### src/rtl/rv_ex_decode_alu_pkg.sv
// ---------------------------------------------------------------------------
// rv_ex_decode_alu_pkg
// Shared definitions for the RV32 execute slice:
//   - major opcodes recognised by the main decoder
//   - ALUOp codes passed from the main decoder to the ALU-control decoder
//   - 4-bit ALU control codes understood by rv_alu32
//   - ctrl_t, the control bundle produced by the main decoder
// ---------------------------------------------------------------------------
package rv_ex_decode_alu_pkg;

  // Major opcodes (instr[6:0])
  localparam logic [6:0] OP_R      = 7'b0110011;
  localparam logic [6:0] OP_I      = 7'b0010011;
  localparam logic [6:0] OP_LOAD   = 7'b0000011;
  localparam logic [6:0] OP_STORE  = 7'b0100011;
  localparam logic [6:0] OP_BRANCH = 7'b1100011;

  // ALUOp codes
  localparam logic [1:0] ALUOP_ADD = 2'b00;  // address generation
  localparam logic [1:0] ALUOP_SUB = 2'b01;  // branch compare
  localparam logic [1:0] ALUOP_R   = 2'b10;  // register-register, funct7[30] honoured
  localparam logic [1:0] ALUOP_I   = 2'b11;  // register-immediate

  // ALU control codes
  localparam logic [3:0] ALU_AND  = 4'b0000;
  localparam logic [3:0] ALU_OR   = 4'b0001;
  localparam logic [3:0] ALU_ADD  = 4'b0010;
  localparam logic [3:0] ALU_XOR  = 4'b0011;
  localparam logic [3:0] ALU_SLL  = 4'b0100;
  localparam logic [3:0] ALU_SRL  = 4'b0101;
  localparam logic [3:0] ALU_SUB  = 4'b0110;
  localparam logic [3:0] ALU_SLT  = 4'b0111;
  localparam logic [3:0] ALU_SLTU = 4'b1000;
  localparam logic [3:0] ALU_SRA  = 4'b1101;

  // Control bundle from the main decoder
  typedef struct packed {
    logic       alu_src;
    logic       mem_to_reg;
    logic       mem_read;
    logic       mem_write;
    logic       branch;
    logic       reg_write;
    logic [1:0] alu_op;
  } ctrl_t;

endpackage

### src/rtl/rv_alu32.sv
// ---------------------------------------------------------------------------
// rv_alu32
// Combinational 32-bit ALU.
// Ports:
//   a        in  32  operand A
//   b        in  32  operand B (shift amount taken from b[4:0])
//   alu_ctl  in  4   operation code
//   result   out 32  result; 0 for codes the ALU does not implement
// ---------------------------------------------------------------------------
module rv_alu32
  import rv_ex_decode_alu_pkg::*;
(
  input  logic [31:0] a,
  input  logic [31:0] b,
  input  logic [3:0]  alu_ctl,
  output logic [31:0] result
);

  logic [4:0] shamt;
  assign shamt = b[4:0];

  always_comb begin
    result = '0;
    case (alu_ctl)
      ALU_AND:  result = a & b;
      ALU_OR:   result = a | b;
      ALU_ADD:  result = a + b;
      ALU_XOR:  result = a ^ b;
      ALU_SLL:  result = a << shamt;
      ALU_SRL:  result = a >> shamt;
      ALU_SUB:  result = a - b;
      ALU_SLT:  result = {31'b0, $signed(a) < $signed(b)};
      ALU_SLTU: result = {31'b0, a < b};
      ALU_SRA:  result = $unsigned($signed(a) >>> shamt);
      default:  result = '0;
    endcase
  end

endmodule

### src/rtl/rv_alu_ctl_decode.sv
// ---------------------------------------------------------------------------
// rv_alu_ctl_decode
// Combinational ALU-control decoder.
// Ports:
//   alu_op      in  2  ALUOp from the (bubble-gated) main decoder
//   funct3      in  3  instr[14:12]
//   funct7_b30  in  1  instr[30]
//   alu_ctl     out 4  ALU operation code
// Register-immediate ops ignore bit 30 for funct3=000 because that bit belongs
// to the immediate (there is no SUBI); for funct3=101 it still selects SRAI.
// ---------------------------------------------------------------------------
module rv_alu_ctl_decode
  import rv_ex_decode_alu_pkg::*;
(
  input  logic [1:0] alu_op,
  input  logic [2:0] funct3,
  input  logic       funct7_b30,
  output logic [3:0] alu_ctl
);

  always_comb begin
    alu_ctl = ALU_ADD;
    case (alu_op)
      ALUOP_ADD: alu_ctl = ALU_ADD;
      ALUOP_SUB: alu_ctl = ALU_SUB;
      ALUOP_R, ALUOP_I: begin
        case (funct3)
          3'b000:  alu_ctl = (alu_op == ALUOP_R && funct7_b30) ? ALU_SUB : ALU_ADD;
          3'b001:  alu_ctl = ALU_SLL;
          3'b010:  alu_ctl = ALU_SLT;
          3'b011:  alu_ctl = ALU_SLTU;
          3'b100:  alu_ctl = ALU_XOR;
          3'b101:  alu_ctl = funct7_b30 ? ALU_SRA : ALU_SRL;
          3'b110:  alu_ctl = ALU_OR;
          3'b111:  alu_ctl = ALU_AND;
          default: alu_ctl = ALU_ADD;
        endcase
      end
      default: alu_ctl = ALU_ADD;
    endcase
  end

endmodule

### src/rtl/rv_main_decode.sv
// ---------------------------------------------------------------------------
// rv_main_decode
// Combinational main control decoder: major opcode -> control bundle.
// Ports:
//   opcode  in  7        instr[6:0]
//   ctrl    out ctrl_t   alu_src, mem_to_reg, mem_read, mem_write, branch,
//                        reg_write, alu_op
// Unrecognised opcodes decode to an all-zero bundle, so they never raise a
// register write or memory access.
// ---------------------------------------------------------------------------
module rv_main_decode
  import rv_ex_decode_alu_pkg::*;
(
  input  logic [6:0] opcode,
  output ctrl_t      ctrl
);

  always_comb begin
    ctrl = '0;
    case (opcode)
      OP_R:      ctrl = '{1'b0, 1'b0, 1'b0, 1'b0, 1'b0, 1'b1, ALUOP_R};
      OP_I:      ctrl = '{1'b1, 1'b0, 1'b0, 1'b0, 1'b0, 1'b1, ALUOP_I};
      OP_LOAD:   ctrl = '{1'b1, 1'b1, 1'b1, 1'b0, 1'b0, 1'b1, ALUOP_ADD};
      OP_STORE:  ctrl = '{1'b1, 1'b0, 1'b0, 1'b1, 1'b0, 1'b0, ALUOP_ADD};
      OP_BRANCH: ctrl = '{1'b0, 1'b0, 1'b0, 1'b0, 1'b1, 1'b0, ALUOP_SUB};
      default:   ctrl = '0;
    endcase
  end

endmodule

### src/rtl/rv_ex_decode_alu.sv
// ---------------------------------------------------------------------------
// rv_ex_decode_alu
// RV32 execute slice: main decode, ALU-control decode, operand-B mux and ALU,
// with every output registered once (1-cycle latency, no back-pressure).
// Ports:
//   clk, rst_n             clock, synchronous active-low reset (all outputs 0)
//   in_valid               operands/instruction valid this cycle
//   bubble                 hazard bubble: zeroes the decoded control bundle
//   instr                  instruction word
//   rs1_val, rs2_val, imm  operand A, register operand B, immediate
//   out_valid              registered in_valid
//   alu_result, zero       registered ALU result and (result == 0)
//   alu_src .. reg_write   registered control bits
//   alu_op, alu_ctl        registered ALUOp and ALU control code
//   branch_taken           registered branch & zero
// The datapath is computed and registered even when in_valid=0; out_valid
// alone qualifies it.
// ---------------------------------------------------------------------------
module rv_ex_decode_alu
  import rv_ex_decode_alu_pkg::*;
#(
  parameter int XLEN = 32
) (
  input  logic            clk,
  input  logic            rst_n,
  input  logic            in_valid,
  input  logic            bubble,
  input  logic [31:0]     instr,
  input  logic [XLEN-1:0] rs1_val,
  input  logic [XLEN-1:0] rs2_val,
  input  logic [XLEN-1:0] imm,
  output logic            out_valid,
  output logic [XLEN-1:0] alu_result,
  output logic            zero,
  output logic            alu_src,
  output logic            mem_to_reg,
  output logic            mem_read,
  output logic            mem_write,
  output logic            branch,
  output logic            reg_write,
  output logic [1:0]      alu_op,
  output logic [3:0]      alu_ctl,
  output logic            branch_taken
);

  ctrl_t           dec_ctrl;
  ctrl_t           ctrl_next;
  logic [3:0]      alu_ctl_next;
  logic [XLEN-1:0] op_b;
  logic [XLEN-1:0] alu_result_next;
  logic            zero_next;
  logic            branch_taken_next;

  ctrl_t           ctrl_reg;
  logic            out_valid_reg;
  logic [XLEN-1:0] alu_result_reg;
  logic            zero_reg;
  logic [3:0]      alu_ctl_reg;
  logic            branch_taken_reg;

  // Instruction fields not consumed by this slice (register indices,
  // funct7 bits other than 30).
  logic unused_instr_bits;
  assign unused_instr_bits = &{1'b0, instr[31], instr[29:15], instr[11:7]};

  rv_main_decode u_main_decode (
    .opcode (instr[6:0]),
    .ctrl   (dec_ctrl)
  );

  // A bubble kills the whole bundle; alu_op falls to 00, so the ALU still
  // runs an ADD on rs1/rs2 but nothing downstream acts on it.
  assign ctrl_next = bubble ? ctrl_t'('0) : dec_ctrl;

  rv_alu_ctl_decode u_alu_ctl_decode (
    .alu_op     (ctrl_next.alu_op),
    .funct3     (instr[14:12]),
    .funct7_b30 (instr[30]),
    .alu_ctl    (alu_ctl_next)
  );

  // Operand-B mux driven by the post-bubble alu_src.
  for (genvar gi = 0; gi < XLEN; gi++) begin : g_op_b
    assign op_b[gi] = ctrl_next.alu_src ? imm[gi] : rs2_val[gi];
  end

  rv_alu32 u_alu (
    .a       (rs1_val),
    .b       (op_b),
    .alu_ctl (alu_ctl_next),
    .result  (alu_result_next)
  );

  assign zero_next         = (alu_result_next == '0);
  assign branch_taken_next = ctrl_next.branch & zero_next;

  always_ff @(posedge clk) begin
    if (!rst_n) begin
      out_valid_reg    <= 1'b0;
      alu_result_reg   <= '0;
      zero_reg         <= 1'b0;
      ctrl_reg         <= '0;
      alu_ctl_reg      <= '0;
      branch_taken_reg <= 1'b0;
    end else begin
      out_valid_reg    <= in_valid;
      alu_result_reg   <= alu_result_next;
      zero_reg         <= zero_next;
      ctrl_reg         <= ctrl_next;
      alu_ctl_reg      <= alu_ctl_next;
      branch_taken_reg <= branch_taken_next;
    end
  end

  assign out_valid    = out_valid_reg;
  assign alu_result   = alu_result_reg;
  assign zero         = zero_reg;
  assign alu_src      = ctrl_reg.alu_src;
  assign mem_to_reg   = ctrl_reg.mem_to_reg;
  assign mem_read     = ctrl_reg.mem_read;
  assign mem_write    = ctrl_reg.mem_write;
  assign branch       = ctrl_reg.branch;
  assign reg_write    = ctrl_reg.reg_write;
  assign alu_op       = ctrl_reg.alu_op;
  assign alu_ctl      = alu_ctl_reg;
  assign branch_taken = branch_taken_reg;

endmodule

### config.mk
export PLATFORM = sky130hd
export DESIGN_NAME = rv_ex_decode_alu
export DESIGN_NICKNAME = d
export VERILOG_FILES = /design/src/rtl/rv_ex_decode_alu_pkg.sv /design/src/rtl/rv_alu32.sv /design/src/rtl/rv_alu_ctl_decode.sv /design/src/rtl/rv_main_decode.sv /design/src/rtl/rv_ex_decode_alu.sv
export SDC_FILE = /design/constraint.sdc
export NUM_CORES = 1
export LEC_CHECK = 0
export ABC_AREA = 1
export CORE_MARGIN = 8
export CORE_UTILIZATION = 36
export CTS_CLUSTER_DIAMETER = 150
export DETAILED_ROUTE_END_ITERATION = 7
export GPL_ROUTABILITY_DRIVEN = 0
export HOLD_SLACK_MARGIN = 0.12
export PLACE_DENSITY = 0.65
export SLEW_MARGIN = 20
export SYNTH_ARGS = -nofsm -noshare
export SYNTH_HDL_FRONTEND = slang
export SYNTH_SLANG_ARGS = --single-unit
### constraint.sdc
create_clock -name clk -period 4.4 [get_ports clk]
set_clock_uncertainty 0.1 [all_clocks]
set_input_delay 0.88 -clock clk [delete_from_list [all_inputs] [get_ports clk]]
set_output_delay 0.88 -clock clk [all_outputs]
set_load 0.01 [all_outputs]
Yosys cells after proc, flatten, opt, wreduce, memory -nomap -nowiden. Index checks and enable logic that the tools add are counted.

Bits in writable memories: 0. Logic and storage cells: 94. ROM bits: 0. Output and inout bits: 47. Register bits after elaboration: 47. Input bits: 132. Latch bits: 0. Memories kept: 0.

Multipliers: 0. Multiplexer cells: 39. Bitwise gates (word level): 5. Eq/ne operators: 24. Divide/modulo/power cells: 0. $add $sub $neg: 2. Shift operators: 3. Magnitude comparators: 2. Reductions and logical operators: 7.

Operator list (count): 32-bit one-hot mux with 10 select lines (1); 32-bit less-than comparator (2); 8-bit one-hot mux with 5 select lines (1); 32-bit adder (1); 32-bit bitwise AND (1); 32-bit logical NOT (1); 1-bit two-way mux (32); 32-bit bitwise OR (1); 4-bit one-hot mux with 8 select lines (1); 32-bit by 5-bit left shift with 32-bit output (1); 32-bit by 5-bit right shift with 32-bit output (1); 32-bit by 5-bit >>> shifter with 32-bit output (1); 32-bit subtractor (1); 32-bit bitwise XOR (1); 4-bit by 3-bit equality test with 1-bit output, second input constant (4); 7-bit by 6-bit equality test with 1-bit output, second input constant (2); 3-bit equality test, second input constant (4); 4-bit one-hot mux with 3 select lines (1); 4-bit by 2-bit equality test with 1-bit output, second input constant (2); 4-bit equality test, second input constant (2); 8-bit two-way mux (1); 7-bit by 2-bit equality test with 1-bit output, second input constant (1); 7-bit by 5-bit equality test with 1-bit output, second input constant (1); 7-bit equality test, second input constant (1); 14 further kinds (17).

Longest topological paths before layout. Gate-level depths: netlist of run 1.

Depth after elaboration: 12. Mapped depth: 31. Gate-level depth less buffers: 28.

Modules after synthesis. From an unflattened synthesis of run 1, not the netlist that was laid out.

Cells, all modules: 2401. Area, all modules: 12488.2 um2.

By module, submodules not included: rv_alu32 (cells each 2142, seq. area each 0.0 um2, area each 10331.2 um2, times used 1); rv_ex_decode_alu (cells each 214, seq. area each 940.9 um2, area each 1958.1 um2, times used 1); rv_main_decode (cells each 24, seq. area each 0.0 um2, area each 105.1 um2, times used 1); rv_alu_ctl_decode (cells each 21, seq. area each 0.0 um2, area each 93.8 um2, times used 1).

Least setup slack after synthesis of run 1. No wires, ideal clock.

Path type: input port to flip-flop. Start point: input instr[3]. End point: register zero_reg (netlist: zero). Buffers on the path: 3. Data required time: 4.235 ns. Setup time: 0.065 ns. Arrival: 4.254 ns. Stages: 26. Slack: -0.019 ns. Cell sequence: nor2_1 -> nand2_2 -> a21oi_4 -> nand2_4 -> clkbuf_1 -> clkbuf_1 -> o21ai_0 -> inv_1 -> ha_1 -> clkbuf_1 -> nand2_1 -> o21ai_0 -> a21oi_1 -> o21bai_1 -> a21oi_1 -> o21ai_0 -> nand2_1 -> nand2_1 -> a21oi_1 -> o21ai_0 -> nand3_1 -> nor2_1 -> nand2_1 -> nor2_1 -> nand3_1 -> nor2_1.

Word-level cells in the longest chain between the ends: 11. Elaborated cells between the ends (all ways): 70. Classes of those cells: add/sub (2); order compare (2); eq/ne (17); shift (3); mux (38); bitwise (3); reduce/logical (5).

Ends and longest elaborated chain: start, declared (RTL line rv_ex_decode_alu.sv:28) `input logic [31:0] instr,`; 7-bit equality test, or another cell as far along (RTL line rv_main_decode.sv:20) `case (opcode)`; 8-bit one-hot mux with 5 select lines * (RTL line rv_main_decode.sv:20); 8-bit two-way mux * (RTL line rv_ex_decode_alu.sv:73) `assign ctrl_next = bubble ? ctrl_t'('0) : dec_ctrl;`; 2-bit equality test (RTL line rv_alu_ctl_decode.sv:23, rv_alu_ctl_decode.sv:28); 1-bit logical AND (RTL line rv_alu_ctl_decode.sv:28) `3'b000: alu_ctl = (alu_op == ALUOP_R && funct7_b30) ? ALU_SUB : ALU_ADD;`; 3-bit two-way mux (RTL line rv_alu_ctl_decode.sv:28); 4-bit one-hot mux with 8 select lines (RTL line rv_alu_ctl_decode.sv:27) `case (funct3)`; 4-bit one-hot mux with 3 select lines (RTL line rv_alu_ctl_decode.sv:23) `case (alu_op)`; 4-bit equality test, or another cell as far along (RTL line rv_alu32.sv:24) `case (alu_ctl)`; 32-bit one-hot mux with 10 select lines * (RTL line rv_alu32.sv:24); 32-bit logical NOT * (RTL line rv_ex_decode_alu.sv:94) `assign zero_next = (alu_result_next == '0);`; end signal, assigned (RTL line rv_ex_decode_alu.sv:108) `zero_reg <= zero_next;`; end, declared (RTL line rv_ex_decode_alu.sv:57) `logic zero_reg;`.

Every way passes the cells marked *; elsewhere a longest branch is shown, timed or not. A chain may end at the register's enable or synchronous reset.

Final worst setup path of run 1. Ends and elaborated chain as after synthesis.

==> reports/results.tsv, run 1 <==
stage	metric	value	unit
run_status	outcome	finished with violations	
run_status	violations	DRC	
logic_synthesis	async_flop_share	0	%
timing	final_max_slew_viol_count	0	
route	drt-pass1-iter-count	8	
timing	finalSetupViolations	0	
final_layout	finalInstanceArea	19000	um2
logic_synthesis	ys_ff_latch	46	
route	via_count	18700	
power_and_ir_drop	peakVddDrop	0.152	mV
timing	finalCriticalPeriod	4.36	ns
critical_path	crit_path_frequent_cell	nand2_1	
final_layout	fin_util	60.7	%
clock_tree	clkSinkCount	46	
final_layout	layout_commonest_cell	nand2_1	
logic_synthesis	synth_nets	2430	
timing	rsz0062_at_grt	true	
placed_design	dp_cells	3224	
floorplan	start_util	36.3	%
logic_synthesis	post_synth_inst_count	2205	
critical_path	required	4.53	ns
clock_tree	htree_levels	2	
placed_design	hpwlAfterDp	49.2	mm
timing	max_freq	229	MHz
floorplan	dieHeight	194	um
final_layout	finalNonFillerCells	3286	
route	antenna_left	0	
final_layout	largest_register_ffs	32	
logic_synthesis	ys_types	52	
grt	grt_pass1_wl	95.1	mm
floorplan	core	31300	um2
floorplan	ioPinCount	179	
critical_path	cp_max_fo	6	
route	drc	11	
power_and_ir_drop	power_density	173	nW/um2
route	via_per_inst	5.69	
timing	fin_crit_sh	99.1	%
grt	grt_max_degree	70	
logic_synthesis	avgSynthCellArea	5.16	um2
final_layout	area_growth	67.0	%
grt	grt_usage	31.3	%
logic_synthesis	yosys_warnings	0	
worst_hold_path	hold_path.startpoint	instr[6]	
grt	grt_pass1_vias	18200	
clock_tree	numCtsBuffers	5	
final_layout	final_cell_mix	nand2_1 (602), buf_4 (578), nand3_1 (381), inv_1 (251), nor2_1 (206)	
power_and_ir_drop	p_leak	0.00979	uW
flow_run	drv_cap	0	
critical_path	critPathSlowestCell	ha_4	
route	routed_wl	62.2	mm
grt	antenna_found_initial	0	
logic_synthesis	synth_area	11400	um2
critical_path	cp-startpoint	instr[3]	
floorplan	dieArea	37500	um2
timing	setup-tns-final	0	ns
clock_tree	cts_max_path_buffers	2	
clock_tree	clkTransAtPathRegs	0.06	ns
critical_path	critPathCaptureType	register	
critical_path	worstPathArrival	4.48	ns
timing	maxSlewHeadroom	43.6	%
placed_design	placed_area	17300	um2
critical_path	startpoint_type	input port	
logic_synthesis	synth_edf_count	0	
route	drt-initial-drc-count	2769	
critical_path	path_class	in2reg	
placed_design	port_buffers	157	
logic_synthesis	yosysSeqAreaShare	8.10	%
timing	worst_pin_slew	0.840	ns
logic_synthesis	ys.flop_type	dfxtp_1	
final_layout	fin_nets	3108	
worst_hold_path	hp-class	in2reg	
final_layout	diodes	0	
floorplan	std_cell_rows	65	
route	wl_per_cell	18.9	um
clock_tree	cts_tree	done	
final_layout	drive_gt1_share	29.6	%
timing	hold_viol_final	0	
critical_path	critical_path.max_stage_delay	0.28	ns
grt	grt_overflow	0	
clock_tree	cts_root_buf	clkbuf_16	
floorplan	die_w	194	um
report_power, final:
| group | switching, uW | internal, uW |
|---|---|---|
| sequential | 10.3 | 456 |
| combinational | 1280 | 1110 |
| clock | 154 | 268 |
| total | 1450 | 1830 |
kinds of logic after synthesis:
| group | Yosys count | share of synthesized area [%] |
|---|---|---|
| DFF | 46 | 8.10 |
| AOI/OAI and AO/OA | 342 | 16.6 |
| adders and majority gates | 93 | 10.3 |
| buffers and inverters | 377 | 13.5 |
| xor gates and xnor gates | 7 | 0.539 |
| and+or+nand+nor | 1340 | 50.9 |
synth_stat cells, drive strengths merged, types with 2 or more instances:
library cell / number / area share, %
buf: 58 / 2.9
nor2: 235 / 7.9
dfxtp: 46 / 8.1
a21oi: 145 / 6.5
or2: 7 / 0.39
a31oi: 5 / 0.28
o211ai: 25 / 1.7
inv: 281 / 9.3
nand3b: 3 / 0.20
nor4: 4 / 0.22
a21boi: 2 / 0.13
nand3: 397 / 18
o21ai: 128 / 5.7
xor2: 6 / 0.46
o21a: 6 / 0.40
a21o: 4 / 0.26
and2: 3 / 0.17
a211oi: 7 / 0.46
o22ai: 10 / 0.55
o21bai: 4 / 0.26
ha: 92 / 10
nand2: 643 / 22
and3: 2 / 0.11
nor3: 23 / 1.2
nand4: 22 / 1.2
clkbuf: 37 / 1.2
layout make-up:
type,instances,area [um2]
well taps,402,503
clock buffers,6,129
repair buffers,766,6460
flip-flops and latches,46,921
clock inverters,2,37.5
multi-input cells,1782,9880
inverters,282,1070
fillers,2836,12300
per-stage QoR:
step | power [uW] | hold slack [ns] | setup WS, ns
floorplan | 1430 | 0.859 | 0.0240
global route | 3470 | 0.773 | -0.146
finish | 3280 | 0.774 | 0.0417
global placement | 2490 | 1.33 | -0.756
detailed placement | 2520 | 1.34 | -0.861
CTS | 3130 | 0.888 | 0.0175
critical path: cells and delay by family:
kind                     cells  cell delay (ns)
AND/OR/NAND/NOR             16             1.89
buffers and inverters        6             0.81
XOR/XNOR                     1             0.10
AO/OA/AOI/OAI                4             0.50
adder cells (fa/ha/maj)      1             0.28
final timing paths:
check	to	slack (ns)	depth (start not counted)
worst max-delay path	zero$_SDFF_PN0_	0.04	28
worst min-delay path	reg_write$_SDFF_PP0_	0.77	3
per-layer routing:
layer / track usage (%) / vias up / wire, um
li1: - / 8575 / -
met1: 35.5 / 8289 / 22200
met2: 49.5 / 1446 / 26100
met3: 10.4 / 401 / 8700
met4: 21.4 / 0 / 5210
met5: 0 / - / 0
repair_timing:
item                                    CTS  global route
pin swaps                                51            39
resized for setup                       241            79
setup buffers                            40            13
cloned                                    4             0
endpoints found under the setup margin   21            20
hold buffers                              0             0
Note: power is estimated with default switching activity, not from simulation.
==> run 2: changes to the inputs <==
- CORE_UTILIZATION: 36 -> 30
- PLACE_DENSITY: 0.65 -> 0.57
- SKIP_CTS_REPAIR_TIMING: default -> 1
==> run 2 against run 1 <==
Compared with the run above: the run now ends clean; sequential power about the same; non-clock buffer count rose by 12; critical path depth is 1 lower; power rose by 2.8%; first-iteration DRC count shrank 15%; largest power group unchanged; via count fell by 1.6%; worst setup slack improved by 0.011 ns; final area increased by 3.0%; combinational power up 3%; global-route usage is 4.7 points lower.
==> reports/results.tsv, run 2 (same netlist as run 1, synthesis figures left out) <==
stage	metric	value	unit
final_layout	area_growth	72.1	%
critical_path	cp_num_buf_inv	4	
grt	antenna_found_initial	0	
floorplan	dieArea	44400	um2
critical_path	cp-startpoint	instr[5]	
timing	final_max_slew_viol_count	0	
final_layout	drive_gt1_share	32.5	%
final_layout	n_fill_cell	3759	
timing	finalCriticalPeriod	4.35	ns
route	via_per_inst	5.40	
critical_path	worst_path_dominant_cell_family	simple AND/OR/NAND/NOR gates	
critical_path	required	4.53	ns
grt	grt_overflow	0	
grt	grt_usage	26.6	%
clock_tree	clkSinkCount	46	
final_layout	layout_commonest_cell	nand2_1	
final_layout	fin_nets	3122	
critical_path	cp_max_fo	5	
critical_path	critical_path.max_stage_delay	0.36	ns
critical_path	critPathCaptureType	register	
timing	max_freq	230	MHz
timing	rsz0062_at_grt	true	
final_layout	diodes	0	
power_and_ir_drop	switching_share	44.8	%
placed_design	port_buffers	157	
power_and_ir_drop	p_switching	1510	uW
placed_design	placed_area	17700	um2
grt	grt_pass1_wl	93.0	mm
grt	grt_pass1_vias	16800	
clock_tree	clkTransAtPathRegs	0.07	ns
floorplan	start_util	30.3	%
final_layout	finalInstanceArea	19600	um2
final_layout	seq_area	921	um2
placed_design	dp_cells	3364	
route	via_count	18400	
critical_path	startpoint_type	input port	
final_layout	final_cell_mix	nand2_1 (594), buf_4 (587), nand3_1 (377), inv_1 (243), nor2_1 (189)	
power_and_ir_drop	pwr-share-clk	12.9	%
timing	maxSlewHeadroom	60.3	%
timing	worst_pin_slew	0.590	ns
floorplan	die_w	211	um
floorplan	std_cell_rows	71	
route	antenna_left	0	
timing	setup-tns-final	0	ns
final_layout	multiInputGateArea	10200	um2
power_and_ir_drop	power_density	172	nW/um2
critical_path	worstPathArrival	4.47	ns
power_and_ir_drop	seqPwrFrac	13.9	%
floorplan	core	37500	um2
floorplan	dieHeight	211	um
power_and_ir_drop	intPower	1860	uW
grt	grt_max_degree	70	
critical_path	crit_path_frequent_cell	nand2_1	
critical_path	path_class	in2reg	
route	drt-initial-drc-count	2364	
route	drc	0	
flow_run	drv_cap	0	
clock_tree	cts_root_buf	clkbuf_16	
route	drt-pass1-iter-count	8	
power_and_ir_drop	p_leak	0.00989	uW
clock_tree	htree_levels	2	
critical_path	critPathSlowestCell	fa_2	
clock_tree	numCtsBuffers	5	
run_status	outcome	finished, final reports clean	
placed_design	hpwlAfterDp	52.6	mm
clock_tree	cts_tree	done	
timing	fin_crit_sh	98.8	%
worst_hold_path	hp-class	in2reg	
power_and_ir_drop	power_frac_comb	73.3	%
route	wl_per_cell	19.0	um
power_and_ir_drop	peakVddDrop	0.159	mV
worst_hold_path	hold_path.startpoint	instr[6]	
floorplan	ioPinCount	179	
timing	hold_viol_final	0	
clock_tree	cts_max_path_buffers	2	
timing	finalSetupViolations	0	
final_layout	finalNonFillerCells	3409	
route	routed_wl	64.9	mm
final_layout	largest_register_ffs	32	
run 2: stage by stage:
step | util [%] | total power, uW | setup slack (ns) | hold slack [ns]
after CTS | 47.6 | 3020 | -0.625 | 1.03
after global placement | 47.1 | 2560 | -0.885 | 1.33
after detailed placement | 47.1 | 2580 | -0.912 | 1.33
after floorplan | - | 1430 | 0.0240 | 0.859
final | 52.2 | 3370 | 0.0531 | 0.771
after global routing | 52.2 | 3570 | -0.141 | 0.768
run 2: final cells by class:
type | count | area share (%)
multi-input cells | 1784 | 52.1
repair buffers | 778 | 33.5
inverters | 282 | 5.49
flip-flops and latches | 46 | 4.71
well taps | 511 | 3.27
clock buffers | 5 | 0.640
clock inverters | 3 | 0.243
run 2: per-layer routing:
metal / wire length (um) / up-vias / GRT usage [%]
met5: 0 / - / 0
met4: 4670 / 0 / 15.4
met3: 8250 / 267 / 5.59
met2: 28200 / 1191 / 41.5
met1: 23800 / 8355 / 33.6
li1: - / 8590 / -
run 2: final timing paths:
| kind | endpoint | slack (ns) | depth (start not counted) |
|---|---|---|---|
| max | zero$_SDFF_PN0_ | 0.05 | 27 |
| min | reg_write$_SDFF_PP0_ | 0.77 | 3 |
run 2: power groups by stage:
| stage | sequential, uW | clock [uW] | combinational, uW |
|---|---|---|---|
| after global placement | 477 | 0 | 2080 |
| after global routing | 471 | 464 | 2630 |
| after CTS | 468 | 447 | 2110 |
| after detailed placement | 478 | 0 | 2100 |
| after floorplan | 497 | 0 | 936 |
| final | 467 | 434 | 2470 |
